[config.mk]
export PLATFORM = sky130hd
export DESIGN_NAME = stopwatch_bcd_core
export DESIGN_NICKNAME = d
export VERILOG_FILES = /design/src/rtl/stopwatch_bcd_core.sv
export SDC_FILE = /design/constraint.sdc
export NUM_CORES = 1
export LEC_CHECK = 0
export BUFFER_PORTS_ARGS = -buffer_cell sky130_fd_sc_hd__buf_2
export CELL_PAD_IN_SITES_DETAIL_PLACEMENT = 1
export CELL_PAD_IN_SITES_GLOBAL_PLACEMENT = 1
export CORE_MARGIN = 1
export CORE_UTILIZATION = 45
export DETAILED_ROUTE_END_ITERATION = 7
export PLACE_DENSITY = 0.87
export REMOVE_ABC_BUFFERS = 1
export SYNTH_ARGS = -nofsm -noshare
export SYNTH_HDL_FRONTEND = slang
export SYNTH_SLANG_ARGS = --single-unit
export TNS_END_PERCENT = 100
[constraint.sdc]
create_clock -name clk -period 2.3 [get_ports clk]
set_clock_uncertainty 0.2 [all_clocks]
set_input_delay 0 -clock clk [delete_from_list [all_inputs] [get_ports clk]]
set_output_delay 0 -clock clk [all_outputs]
set_load 0.05 [all_outputs]
[src/rtl/stopwatch_bcd_core.sv]
// stopwatch_bcd_core
//   Time base and digit source for a 4-digit SS.hh stopwatch display (00.00..59.99).
//   A start/stop/clear state machine gates a prescaler that produces one tick per
//   hundredth of a second; each tick advances a 4-digit BCD cascade. A separate
//   free-running divider steps the 2-bit digit scan index for the display mux.
//
// Ports
//   clk              in   1  system clock, rising edge
//   reset            in   1  synchronous, active-high
//   start_stop       in   1  debounced one-cycle pulse, toggles run/pause
//   clear            in   1  debounced one-cycle pulse, zeroes the time
//   BCD0             out  4  hundredths units, 0..9
//   BCD1             out  4  tenths, 0..9
//   BCD2             out  4  seconds units, 0..9
//   BCD3             out  4  seconds tens, 0..5
//   refresh_counter  out  2  digit scan index, 0..3
//   running          out  1  high while in RUN
//   overflow         out  1  one-cycle pulse on the 59.99 -> 00.00 wrap
//
// Parameters
//   CLK_HZ / TICK_HZ gives the prescaler division (must be >= 2).
//   REFRESH_DIV is the number of clocks per scan step (must be >= 1).

module stopwatch_bcd_core #(
  parameter int unsigned CLK_HZ      = 100_000_000,
  parameter int unsigned TICK_HZ     = 100,
  parameter int unsigned REFRESH_DIV = 100_000
) (
  input  logic       clk,
  input  logic       reset,
  input  logic       start_stop,
  input  logic       clear,
  output logic [3:0] BCD0,
  output logic [3:0] BCD1,
  output logic [3:0] BCD2,
  output logic [3:0] BCD3,
  output logic [1:0] refresh_counter,
  output logic       running,
  output logic       overflow
);

  localparam int unsigned TICK_DIV = CLK_HZ / TICK_HZ;
  localparam int unsigned PRE_W    = (TICK_DIV > 1) ? $clog2(TICK_DIV) : 1;
  localparam int unsigned REF_W    = (REFRESH_DIV > 1) ? $clog2(REFRESH_DIV) : 1;

  localparam logic [PRE_W-1:0] PRE_MAX = PRE_W'(TICK_DIV - 1);
  localparam logic [REF_W-1:0] REF_MAX = REF_W'(REFRESH_DIV - 1);

  typedef enum logic [1:0] {
    ST_IDLE  = 2'd0,
    ST_RUN   = 2'd1,
    ST_PAUSE = 2'd2
  } state_e;

  state_e             state_q,   state_d;
  logic [PRE_W-1:0]   pre_q,     pre_d;
  logic [3:0]         d0_q,      d0_d;
  logic [3:0]         d1_q,      d1_d;
  logic [3:0]         d2_q,      d2_d;
  logic [3:0]         d3_q,      d3_d;
  logic               run_q,     run_d;
  logic               ovf_q,     ovf_d;
  logic [REF_W-1:0]   ref_div_q, ref_div_d;
  logic [1:0]         ref_cnt_q, ref_cnt_d;
  logic               tick;

  // Tick fires on the last prescaler count while running.
  assign tick = (state_q == ST_RUN) && (pre_q == PRE_MAX);

  // Run/pause/clear state machine.
  always_comb begin
    state_d = state_q;
    case (state_q)
      ST_IDLE:  if (start_stop) state_d = ST_RUN;
      ST_RUN:   if (start_stop) state_d = ST_PAUSE;
      ST_PAUSE: begin
        // start_stop takes priority over clear; clear alone returns to IDLE.
        if (start_stop)  state_d = ST_RUN;
        else if (clear)  state_d = ST_IDLE;
      end
      default:  state_d = ST_IDLE;
    endcase
  end

  // Prescaler: counts only in RUN, holds in PAUSE so a partial tick resumes.
  always_comb begin
    pre_d = pre_q;
    if (clear)                 pre_d = '0;
    else if (tick)             pre_d = '0;
    else if (state_q == ST_RUN) pre_d = pre_q + 1'b1;
  end

  // BCD cascade: all digits resolve in one pass so no intermediate value is shown.
  // Clear takes precedence over a coincident tick, which also suppresses overflow.
  always_comb begin
    d0_d  = d0_q;
    d1_d  = d1_q;
    d2_d  = d2_q;
    d3_d  = d3_q;
    ovf_d = 1'b0;
    if (clear) begin
      d0_d = '0;
      d1_d = '0;
      d2_d = '0;
      d3_d = '0;
    end else if (tick) begin
      if (d0_q == 4'd9) begin
        d0_d = '0;
        if (d1_q == 4'd9) begin
          d1_d = '0;
          if (d2_q == 4'd9) begin
            d2_d = '0;
            if (d3_q == 4'd5) begin
              d3_d  = '0;
              ovf_d = 1'b1;
            end else begin
              d3_d = d3_q + 4'd1;
            end
          end else begin
            d2_d = d2_q + 4'd1;
          end
        end else begin
          d1_d = d1_q + 4'd1;
        end
      end else begin
        d0_d = d0_q + 4'd1;
      end
    end
  end

  assign run_d = (state_d == ST_RUN);

  // Display scan divider runs in every state and ignores start_stop/clear.
  always_comb begin
    ref_div_d = ref_div_q + 1'b1;
    ref_cnt_d = ref_cnt_q;
    if (ref_div_q == REF_MAX) begin
      ref_div_d = '0;
      ref_cnt_d = ref_cnt_q + 2'd1;
    end
  end

  always_ff @(posedge clk) begin
    if (reset) begin
      state_q   <= ST_IDLE;
      pre_q     <= '0;
      d0_q      <= '0;
      d1_q      <= '0;
      d2_q      <= '0;
      d3_q      <= '0;
      run_q     <= 1'b0;
      ovf_q     <= 1'b0;
      ref_div_q <= '0;
      ref_cnt_q <= '0;
    end else begin
      state_q   <= state_d;
      pre_q     <= pre_d;
      d0_q      <= d0_d;
      d1_q      <= d1_d;
      d2_q      <= d2_d;
      d3_q      <= d3_d;
      run_q     <= run_d;
      ovf_q     <= ovf_d;
      ref_div_q <= ref_div_d;
      ref_cnt_q <= ref_cnt_d;
    end
  end

  assign BCD0            = d0_q;
  assign BCD1            = d1_q;
  assign BCD2            = d2_q;
  assign BCD3            = d3_q;
  assign refresh_counter = ref_cnt_q;
  assign running         = run_q;
  assign overflow        = ovf_q;

endmodule

==> key figures <==
Status
  • Status: finished clean

Synth
  • Most common flop cell mapped by yosys: dfxtp_1
  • Yosys top cell area share: 0.422
  • Top-count cell post-synth: dfxtp_1
  • Top cells by area, synth: dfxtp_1 42%, nand4_1 5.1%, xor2_1 4.7%
  • Most frequent cells after synthesis: 59 x dfxtp_1, 33 x nor2_1, 24 x nand2_1, 23 x a21oi_1, 23 x nand4_1
  • EDFF count, synth: 0
  • Cells after Synth: 326
  • Warnings from Yosys: 0
  • Synth Area per Inst: around 8.6 µm²
  • Cell area after synthesis: between 2000 and 3000 µm²
  • Yosys reg bits: 59
  • Largest area contributor in the netlist: dfxtp_1
  • Share of synthesized registers carrying an async set or reset: 0
  • Yosys cell types: 42
  • Sequential-to-total area share from yosys stat: 0.422

Placed design
  • Placer Congestion: around 0.8
  • Area after DPL: just over 3000 µm²
  • # port buffers: 23
  • Dpl hpwl: about 5.0 mm

Global routing
  • Overall Global Routing Usage: 0.242
  • Wire length of the first global-routing pass: approximately 12 mm
  • Pin count of the biggest net entering global routing: 20
  • Number of global-route vias before repair: about 2600
  • Antenna violations before repair: 0
  • GRT Residual Overflow: 0

Clock tree
  • Clock insertion delay at the later pin of the skew report: about 0.34 ns
  • Worst-path clk slew: roughly 0.060 ns
  • Total CTS buffers: 9
  • CTS tree: done
  • CTS max path bufs: 2
  • Sink Count: 59
  • Htree depth: 3
  • Clk root buf: clkbuf_8

Timing
  • Period Utilization, post-route: 0.959
  • Max frequency: 453 MHz
  • Final hold violation count: 0
  • Setup_tns: 0 ns
  • Final setup fails: 0
  • Worst slew margin: 0.460
  • Worst Max-Slew Pin Slew: 0.808 ns
  • Tmin final: around 2.2 ns
  • Final Slew Violations: 0

Setup path
  • Worst Setup End Kind: flip-flop
  • Worst Path Max Fanout: 10
  • Max incr delay on CP: between 0.5 and 0.6 ns
  • Worst Path Buf+Inv: 0
  • Crit path DAT: about 2.2 ns
  • Cell Chain, Critical Path: ha_1 > and4b_4 > nand4_1 > or4_4 > mux2i_1
  • Crit path kind: reg2reg
  • Setup crit start kind: flip-flop
  • Critical path's top delay family: simple AND/OR/NAND/NOR gates
  • CP required: 2.33 ns
  • Slowest cell on the critical path: or4_4

Floorplan
  • Cell row count: 28
  • Die X: approximately 81 µm
  • Total die area: between 6000 and 7000 µm²
  • Initial Utilization: 0.470
  • Core Area: between 5000 and 6000 µm²
  • I/O Pins: 24
  • Die Span Y: roughly 81 µm

Cells and area
  • Layout cell share with drive strength beyond 1: 0.139
  • Nets: 370
  • Cell area after layout: 3240 µm²
  • Antenna cells: 0
  • Area grow syn2layout: 15.9%

Detailed routing
  • Post-route antenna net violation count: 0
  • First-pass iteration count of the detailed router: 4
  • Final wirelength: roughly 7.3 mm
  • Met3 wire length: 203 µm
  • Highest Signal Layer: met4
  • M1 WL: about 3.3 mm
  • DR vias/cell: approximately 5.9
  • Vias: ~2600
  • Post-route DRC: 0
  • Drt wl/cell: 16.5 µm
  • WL met2: about 3.5 mm
  • Iter 0 DRT Violations: 106

Power
  • PwrDens: between 500 and 600 nW/µm²
  • Pwr Total: between 1.5 and 2 mW
  • Max VDD drop: approximately 0.44 mV
  • Leakage power total: around 1.1 nW

Job
  • Maxcap violations: 0

Min path
  • Hold Path Class: reg2reg
==> layer usage <==
| metal | vias up | track usage |
|---|---|---|
| met1 | 1272 | 0.296 |
| met5 | - | 0 |
| met3 | 17 | 0.0438 |
| met4 | 0 | 0.120 |
| met2 | 48 | 0.407 |
| li1 | 1275 | - |
==> power by group <==
part	switching (mW)	internal (mW)	total (mW)	leakage, nW
combinational	0.0423	0.0243	0.0667	0.569
clock	0.377	0.404	0.781	0.0754
sequential	0.00765	1.03	1.04	0.476
total	0.427	1.46	1.89	1.12
==> worst register-to-register path, cell delays in order, from the launching register on <==
cell and delay [ns]:
dfxtp_1 0.41, ha_1 0.22, and4b_4 0.34, nand4_1 0.24, or4_4 0.57, mux2i_1 0.13
==> repair_timing <==
item / in CTS / in global routing
gates resized for setup: 0 / 3
endpoints found under the setup margin: 0 / 8
setup buffers: 0 / 2
endpoints found under the hold margin: 10 / 0
hold buffers: 4 / 0
==> flip-flops by register name, summed over array words and instances (netlist names) <==
signal,count
BCD0,4
BCD2,4
ref_div_q,17
BCD3,4
running,1
overflow,1
BCD1,4
refresh_counter,2
state_q,2
pre_q,20
==> cell families after synthesis <==
family	count (synthesis)	share of synthesized area
mux	6	0.0214
flops	59	0.422
compound gates	51	0.104
xor+xnor	25	0.0782
fa+ha+maj	2	0.00894
buf+inv	18	0.0255
simple gates	165	0.340
==> final cells by class <==
| type | instances | area (µm²) |
|---|---|---|
| Multi-Input combinational cell | 249 | 1560 |
| Tap cell | 75 | 93.8 |
| Fill cell | 741 | 2710 |
| Timing Repair Buffer | 37 | 230 |
| Inverter | 8 | 30.0 |
| Sequential cell | 59 | 1180 |
| Clock buffer | 13 | 149 |
==> per-stage QoR <==
stage | utilization | hold slack (ns) | instances | setup WS, ns
after global placement | 0.508 | 0.0843 | 422 | 0.200
after CTS | 0.540 | 0.255 | 439 | 0.0656
after floorplan | - | -0.131 | 316 | 0.0659
after global routing | 0.545 | 0.270 | 441 | -0.0149
final | 0.545 | 0.246 | 441 | 0.0944
after detailed placement | 0.508 | 0.103 | 422 | 0.0657
==> worst paths after layout <==
path / start / endpoint / slack, ns / cells past startpoint
worst min register to register: ref_div_q[0] / ref_div_q[0] / 0.25 / 1
worst min-delay path: ref_div_q[0] / ref_div_q[0] / 0.25 / 1
worst max register to register: pre_q[0] / BCD3[1] / 0.09 / 5
worst max-delay path: pre_q[0] / BCD3[1] / 0.09 / 5
==> placed cells by master, fill, tap and decap left out, types with 2 or more instances in the layout <==
cell,count
dfxtp_1,59
nor2_1,33
nand2_1,24
nand4_1,23
a21oi_1,23
buf_2,23
xor2_1,15
or3_1,14
o21ai_0,13
nand3_1,12
or4_1,10
xnor2_1,10
clkbuf_8,10
buf_4,10
inv_1,8
o31ai_1,8
and3_1,7
mux2i_1,6
and4_1,5
nor4_1,5
nor2b_1,5
nor3_1,4
dlygate4sd3_1,4
and2_1,3
nand3b_1,3
clkbuf_1,3
nor4b_1,2
nor4bb_1,2
nand2b_1,2
a31oi_1,2
ha_1,2
Power figures use the tool's default switching activity.
